File: src/rtl/qbus_dma_master.sv
// qbus_dma_master
// Qbus bus-master engine. It executes one single-word DATI, DATO or DATOB
// cycle per command. It runs the DMA arbitration (BDMR/BDMGI/BSACK),
// passes through grants it did not request, phases address and data on BDAL,
// waits for BRPLY, and aborts a cycle that gets no reply.
//
// Ports
//   clock, reset        system clock; synchronous active-high reset
//   start               one-cycle command strobe, ignored while busy
//   cmd_write/cmd_byte  1 = DATO (cmd_byte selects DATOB), 0 = DATI
//   cmd_addr            22-bit Qbus byte address
//   cmd_wdata           write data, already lane-positioned
//   busy, done, error   status; error is valid with done (1 = no-reply timeout)
//   rdata               last captured read word
//   BDALf_IN            inverted bus receivers (true value = ~BDALf_IN)
//   BDALf_OUT/BDALf_OE  true-polarity driver data and per-bit enables
//   Outbound            BDAL gate-driver enable
//   BSYNCf/BRPLYf/BDMGIf  receivers, low = asserted, double-flop synchronized
//   B*g                 MOSFET gates, high = assert line
//   fsm_state           current state encoding, for observation
//
// Handshake: start is accepted only in IDLE (busy low). It is a single-cycle
// request and has no ready signal. done pulses for exactly one cycle per
// accepted command, except when reset aborts the cycle.
module qbus_dma_master #(
  parameter int T_ASETUP  = 16,
  parameter int T_DSAMPLE = 20,
  parameter int T_WSETUP  = 10,
  parameter int TIMEOUT   = 1000
) (
  input  logic        clock,
  input  logic        reset,
  input  logic        start,
  input  logic        cmd_write,
  input  logic        cmd_byte,
  input  logic [21:0] cmd_addr,
  input  logic [15:0] cmd_wdata,
  output logic        busy,
  output logic        done,
  output logic        error,
  output logic [15:0] rdata,
  input  logic [21:0] BDALf_IN,
  output logic [21:0] BDALf_OUT,
  output logic [21:0] BDALf_OE,
  output logic        Outbound,
  input  logic        BSYNCf,
  input  logic        BRPLYf,
  input  logic        BDMGIf,
  output logic        BSYNCg,
  output logic        BDINg,
  output logic        BDOUTg,
  output logic        BWTBTg,
  output logic        BBS7g,
  output logic        BDMRg,
  output logic        BSACKg,
  output logic        BDMGOg,
  output logic [3:0]  fsm_state
);

  typedef enum logic [3:0] {
    S_IDLE, S_REQ, S_GRANT, S_ADDR, S_DSETUP,
    S_WAIT_RPLY, S_RD_SAMPLE, S_WAIT_NRPLY, S_FINISH
  } state_t;

  localparam int CW = 16;

  state_t        state, state_nxt;
  logic [CW-1:0] cnt, cnt_nxt;
  logic          latch_cmd, set_err, capture;

  logic          wr_r, byte_r;
  logic [21:0]   addr_r;
  logic [15:0]   wdata_r;

  // Receivers idle high (negated), so the synchronizers reset to 1.
  logic [1:0]    sync_ff, rply_ff, dmgi_ff;
  logic          bsync_s, brply_s, dmgi_s;

  // Only the low 16 data lines carry read data.
  logic          unused_bdal;
  assign unused_bdal = ^BDALf_IN[21:16];

  assign bsync_s   = ~sync_ff[1];
  assign brply_s   = ~rply_ff[1];
  assign dmgi_s    = ~dmgi_ff[1];
  assign fsm_state = state;

  always_ff @(posedge clock) begin
    if (reset) begin
      sync_ff <= 2'b11;
      rply_ff <= 2'b11;
      dmgi_ff <= 2'b11;
    end else begin
      sync_ff <= {sync_ff[0], BSYNCf};
      rply_ff <= {rply_ff[0], BRPLYf};
      dmgi_ff <= {dmgi_ff[0], BDMGIf};
    end
  end

  always_ff @(posedge clock) begin
    if (reset) begin
      state   <= S_IDLE;
      cnt     <= '0;
      wr_r    <= 1'b0;
      byte_r  <= 1'b0;
      addr_r  <= '0;
      wdata_r <= '0;
      error   <= 1'b0;
      rdata   <= '0;
    end else begin
      state <= state_nxt;
      cnt   <= cnt_nxt;
      if (latch_cmd) begin
        wr_r    <= cmd_write;
        byte_r  <= cmd_write & cmd_byte;
        addr_r  <= cmd_addr;
        wdata_r <= cmd_wdata;
        error   <= 1'b0;
      end
      if (set_err) error <= 1'b1;
      if (capture) rdata <= ~BDALf_IN[15:0];
    end
  end

  // Next state. cnt times the address setup, the write setup, the reply
  // timeout and the read-sample delay. It restarts at 0 on each phase entry.
  always_comb begin
    state_nxt = state;
    cnt_nxt   = cnt + 1'b1;
    latch_cmd = 1'b0;
    set_err   = 1'b0;
    capture   = 1'b0;
    case (state)
      S_IDLE: begin
        cnt_nxt = '0;
        if (start) begin
          latch_cmd = 1'b1;
          state_nxt = S_REQ;
        end
      end
      S_REQ: begin
        cnt_nxt = '0;
        if (dmgi_s) state_nxt = S_GRANT;
      end
      S_GRANT: begin
        cnt_nxt = '0;
        // The previous master must release SYNC and RPLY before we take the bus.
        if (!bsync_s && !brply_s) state_nxt = S_ADDR;
      end
      S_ADDR: begin
        if (cnt == CW'(T_ASETUP - 1)) begin
          cnt_nxt   = '0;
          state_nxt = S_DSETUP;
        end
      end
      S_DSETUP: begin
        // A read needs only one turnaround cycle with the drivers off.
        if (!wr_r || cnt == CW'(T_WSETUP - 1)) begin
          cnt_nxt   = '0;
          state_nxt = S_WAIT_RPLY;
        end
      end
      S_WAIT_RPLY: begin
        // If the reply and the timeout arrive in the same cycle, the reply wins.
        if (brply_s) begin
          cnt_nxt   = '0;
          state_nxt = wr_r ? S_WAIT_NRPLY : S_RD_SAMPLE;
        end else if (cnt == CW'(TIMEOUT - 1)) begin
          set_err   = 1'b1;
          state_nxt = S_FINISH;
        end
      end
      S_RD_SAMPLE: begin
        if (cnt == CW'(T_DSAMPLE - 1)) begin
          capture   = 1'b1;
          state_nxt = S_WAIT_NRPLY;
        end
      end
      S_WAIT_NRPLY: begin
        if (!brply_s) state_nxt = S_FINISH;
      end
      S_FINISH: state_nxt = S_IDLE;
      default:  state_nxt = S_IDLE;
    endcase
  end

  // Line outputs are decoded from the registered state.
  always_comb begin
    busy      = (state != S_IDLE);
    done      = 1'b0;
    BDALf_OUT = '0;
    BDALf_OE  = '0;
    Outbound  = 1'b0;
    BSYNCg    = 1'b0;
    BDINg     = 1'b0;
    BDOUTg    = 1'b0;
    BWTBTg    = 1'b0;
    BBS7g     = 1'b0;
    BDMRg     = 1'b0;
    BSACKg    = 1'b0;
    BDMGOg    = 1'b0;
    case (state)
      S_IDLE:  BDMGOg = dmgi_s;
      S_REQ:   BDMRg  = 1'b1;
      S_GRANT: BDMRg  = 1'b1;
      S_ADDR: begin
        BSACKg    = 1'b1;
        Outbound  = 1'b1;
        BDALf_OE  = '1;
        BDALf_OUT = addr_r;
        BBS7g     = &addr_r[21:13];
        BWTBTg    = wr_r;
      end
      S_DSETUP, S_WAIT_RPLY, S_WAIT_NRPLY: begin
        BSYNCg = 1'b1;
        BSACKg = 1'b1;
        // Write data is held on BDAL until the slave negates RPLY.
        if (wr_r) begin
          Outbound  = 1'b1;
          BDALf_OE  = '1;
          BDALf_OUT = {6'b0, wdata_r};
          BWTBTg    = byte_r;
        end
        if (state == S_WAIT_RPLY) begin
          BDOUTg = wr_r;
          BDINg  = ~wr_r;
        end
      end
      S_RD_SAMPLE: begin
        BSYNCg = 1'b1;
        BSACKg = 1'b1;
        BDINg  = 1'b1;
      end
      S_FINISH: done = 1'b1;
      default: ;
    endcase
  end

endmodule

File: config.mk
export PLATFORM = sky130hd
export DESIGN_NAME = qbus_dma_master
export DESIGN_NICKNAME = d
export VERILOG_FILES = /design/src/rtl/qbus_dma_master.sv
export SDC_FILE = /design/constraint.sdc
export NUM_CORES = 1
export LEC_CHECK = 0
export ABC_CLOCK_PERIOD_IN_PS = 1700
export CORE_ASPECT_RATIO = 1.4
export CORE_MARGIN = 5
export CORE_UTILIZATION = 40
export CTS_CLUSTER_DIAMETER = 120
export DETAILED_ROUTE_END_ITERATION = 10
export PLACE_DENSITY = 0.83
export SLEW_MARGIN = 5
export SYNTH_ARGS = -nofsm -noshare
export SYNTH_HDL_FRONTEND = slang
export SYNTH_SLANG_ARGS = --single-unit
export TNS_END_PERCENT = 100
File: constraint.sdc
create_clock -name clock -period 1.7 [get_ports clock]
set_input_delay 0.17 -clock clock [delete_from_list [all_inputs] [get_ports clock]]
set_output_delay 0.17 -clock clock [all_outputs]
set_load 0.05 [all_outputs]
==> flow_metrics.tcl <==
set metrics [dict create \
    finalPower_mw 5.83 \
    synthXorXnorAreaFrac_pct 3.44 \
    routed_wl_um 14000 \
    syn_area_per_cell_um2 8.05 \
    p_leak_nw 2.80 \
    fin_setup_tns_ns -8.00 \
    grt_pass1_vias 4114 \
    ir_drop_uv 606 \
    antenna_left 0 \
    first_pass_iters 5 \
    n_antenna_cell 0 \
    critPathMaxStageDelay_ns 0.37 \
    clock-root-buffer "clkbuf_16" \
    start_util_pct 40.6 \
    seq_area_frac_synth_pct 43.5 \
    synth_top_family_by_area "simple AND/OR/NAND/NOR gates" \
    layout_commonest_cell "nand2_1" \
    cpMaxStageDelayCell "nor4_4" \
    crit_type "reg2reg" \
    crit_fanout 8 \
    min_path_type "in2reg" \
    synth_mux_area_share_pct 0.524 \
    vias 4112 \
    drv_slew 0 \
    synth_area_um2 3820 \
    cts_tree "done" \
    finalHoldViolCount 0 \
    rsz0062_at_grt "true" \
    dp_cells 701 \
    cts_made_buffers 9 \
    crit_path_end_kind "flop" \
    violations "setup timing" \
    syn_nets 545 \
    clk_pin_slew_ns 0.06 \
    layout_common_cells "nand2_1 (104), clkdlybuf4s50_1 (71), dfxtp_1 (69)" \
    start_kind "flop" \
    period_needed_ns 1.86 \
    fin_nets 699 \
    clkLatencyLatePin_ns 0.34 \
    area_growth_pct 83.8 \
    synthSimpleGateAreaFrac_pct 28.7 \
    cts_max_level 3 \
    final.period_utilization_pct 109 \
    cp.required_ns 1.94 \
    avgRoutedWirePerCell_um 18.8 \
    routed_via_density 5.53 \
    core_area_um2 9410 \
    dp_hpwl_um 8340 \
    antenna_found_initial 0 \
    cap_violations 0 \
    dieArea_um2 11600 \
    drive_gt1_share_pct 36.0 \
    num_rows 42 \
    final-setup-viol-count 80 \
    power_density_nw_per_um2 829 \
    worst_pin_slew_ns 0.563 \
    fillers 578 \
    yosys_warnings 0 \
    route.detailed.drc 0 \
    max_slew_margin_pct 62.4 \
    grt_pass1_wl_um 20400 \
    path_cells "nor4_4, buf_4, nand4_4, nand2b_1, nand4b_1, nor4_2" \
    synth_compound_area_share_pct 14.2 \
    arrival_ns 2.10 \
    cts_max_path_buffers 2 \
    place_area_um2 6050 \
    finalWeightedCongestion 0.901 \
    cts_sinks 83 \
    fmax_mhz 538 \
    die_y_um 126 \
    die_w_um 92.6 \
    ys_seq_elements 83 \
    synth-adder-area-share_pct 0.655 \
    synthDistinctLibCells 47 \
    status "complete, but fails checks" \
    ios 144 \
    io_buffer_count 137 \
    synth_cells 475 \
    grt.total_usage_pct 21.8 \
    grt_max_degree 41 \
    grt_overflow 0 \
    fin_ws_ns -0.159 \
    final_cells 744 \
    drt-initial-drc-count 231 \
    skew_ns 0.00756 \
    fin_area_um2 7030 \
]
## critical path: cells and delay by family (launching register included)
family / cells / cell delay [ns]
buf+inv: 1 / 0.20
flops: 1 / 0.33
simple gates: 5 / 1.22
## flip-flops by register name, summed over array words and instances (netlist names)
name / flops
addr_r: 22
cnt: 16
rdata: 16
wdata_r: 16
fsm_state: 4
dmgi_ff: 2
rply_ff: 2
sync_ff: 2
byte_r: 1
error: 1
wr_r: 1
## report_power, final
part	switching [mW]	internal [mW]	leakage, nW
registers	0.147	2.11	0.684
clock network	0.795	1.18	0.146
logic	0.862	0.729	1.96
total	1.80	4.02	2.80
## cells in the mapped netlist (all sizes together)
master | n | area, µm²
or3 | 16 | 100
nand3b | 2 | 15.0
xor2 | 7 | 61.3
and2 | 10 | 62.6
and4bb | 1 | 12.5
or2 | 10 | 62.6
nor4 | 4 | 46.3
a22oi | 2 | 20.0
and3 | 3 | 18.8
clkbuf | 18 | 67.6
xnor2 | 8 | 70.1
o21ba | 1 | 10.0
nor4b | 3 | 32.5
inv | 5 | 18.8
nor2 | 30 | 113
mux2i | 2 | 20.0
a21boi | 1 | 7.51
o211ai | 1 | 7.51
nand4b | 3 | 26.3
o21ai | 5 | 25.0
nor3b | 1 | 7.51
nand3 | 4 | 20.0
nand2b | 6 | 37.5
nand2 | 108 | 405
buf | 38 | 259
a21o | 2 | 15.0
a21oi | 60 | 300
nor2b | 1 | 6.26
nor4bb | 1 | 10.0
nand4 | 9 | 62.6
and3b | 1 | 8.76
a211oi | 1 | 7.51
dfxtp | 83 | 1660
ha | 2 | 25.0
a22o | 17 | 149
nor3 | 9 | 50.1
## timing repair
| action | in CTS | in global routing |
|---|---|---|
| setup endpoints to repair | 85 | 96 |
| setup buffers | 15 | 7 |
| gates resized for setup | 51 | 43 |
| hold buffers | 0 | 0 |
| pin swaps | 39 | 16 |
| endpoints found under the hold margin | 0 | 0 |
| gates cloned | 5 | 2 |
## area by class of cell
type / instances / area [µm²] / share of cell area (%)
clock inverters: 5 / 60.1 / 0.855
flip-flops and latches: 83 / 1690 / 24.0
repair buffers: 198 / 2600 / 36.9
inverters: 5 / 27.5 / 0.392
well taps: 110 / 138 / 1.96
clock buffers: 11 / 243 / 3.45
multi-input cells: 332 / 2270 / 32.4
## worst paths after layout
kind | endpoint | start | slack, ns | depth (start not counted)
setup reg to reg | fsm_state[3]$_SDFFE_PP0P_ | cnt[11]$_SDFF_PP0_ | -0.16 | 6
setup / recovery | fsm_state[3]$_SDFFE_PP0P_ | cnt[11]$_SDFF_PP0_ | -0.16 | 6
hold / removal | error$_SDFFE_PP0P_ | reset | 0.18 | 2
hold reg to reg | rply_ff[1]$_SDFF_PP1_ | rply_ff[0]$_SDFF_PP1_ | 0.42 | 1
## stage by stage
| step | hold WS (ns) | utilization, % | worst slack (ns) |
|---|---|---|---|
| 2_1_floorplan | 0.274 | - | -0.293 |
| 3_3_place_gp | 0.397 | 64.3 | -0.0444 |
| 6_report | 0.183 | 74.7 | -0.159 |
| 3_5_place_dp | 0.403 | 64.3 | -0.161 |
| 4_1_cts | 0.155 | 72.3 | -0.156 |
| 5_1_grt | 0.207 | 74.7 | -0.196 |
## per-layer routing
layer / routed length (µm) / share of wire, % / global-route usage (%) / vias to the layer above
met4: 540 / 3.9 / 7.85 / 0
met1: 5140 / 37 / 23.7 / 1965
met5: 0 / 0 / 0 / -
met3: 883 / 6.3 / 4.77 / 53
li1: - / - / - / 1891
met2: 7430 / 53 / 40.9 / 203
## cells by family after synthesis
| kind of cell | Yosys count |
|---|---|
| compound gates | 90 |
| buf+inv | 61 |
| simple gates | 222 |
| mux | 2 |
| fa+ha+maj | 2 |
| xor+xnor | 15 |
| flops | 83 |
Power figures use the tool's default switching activity.
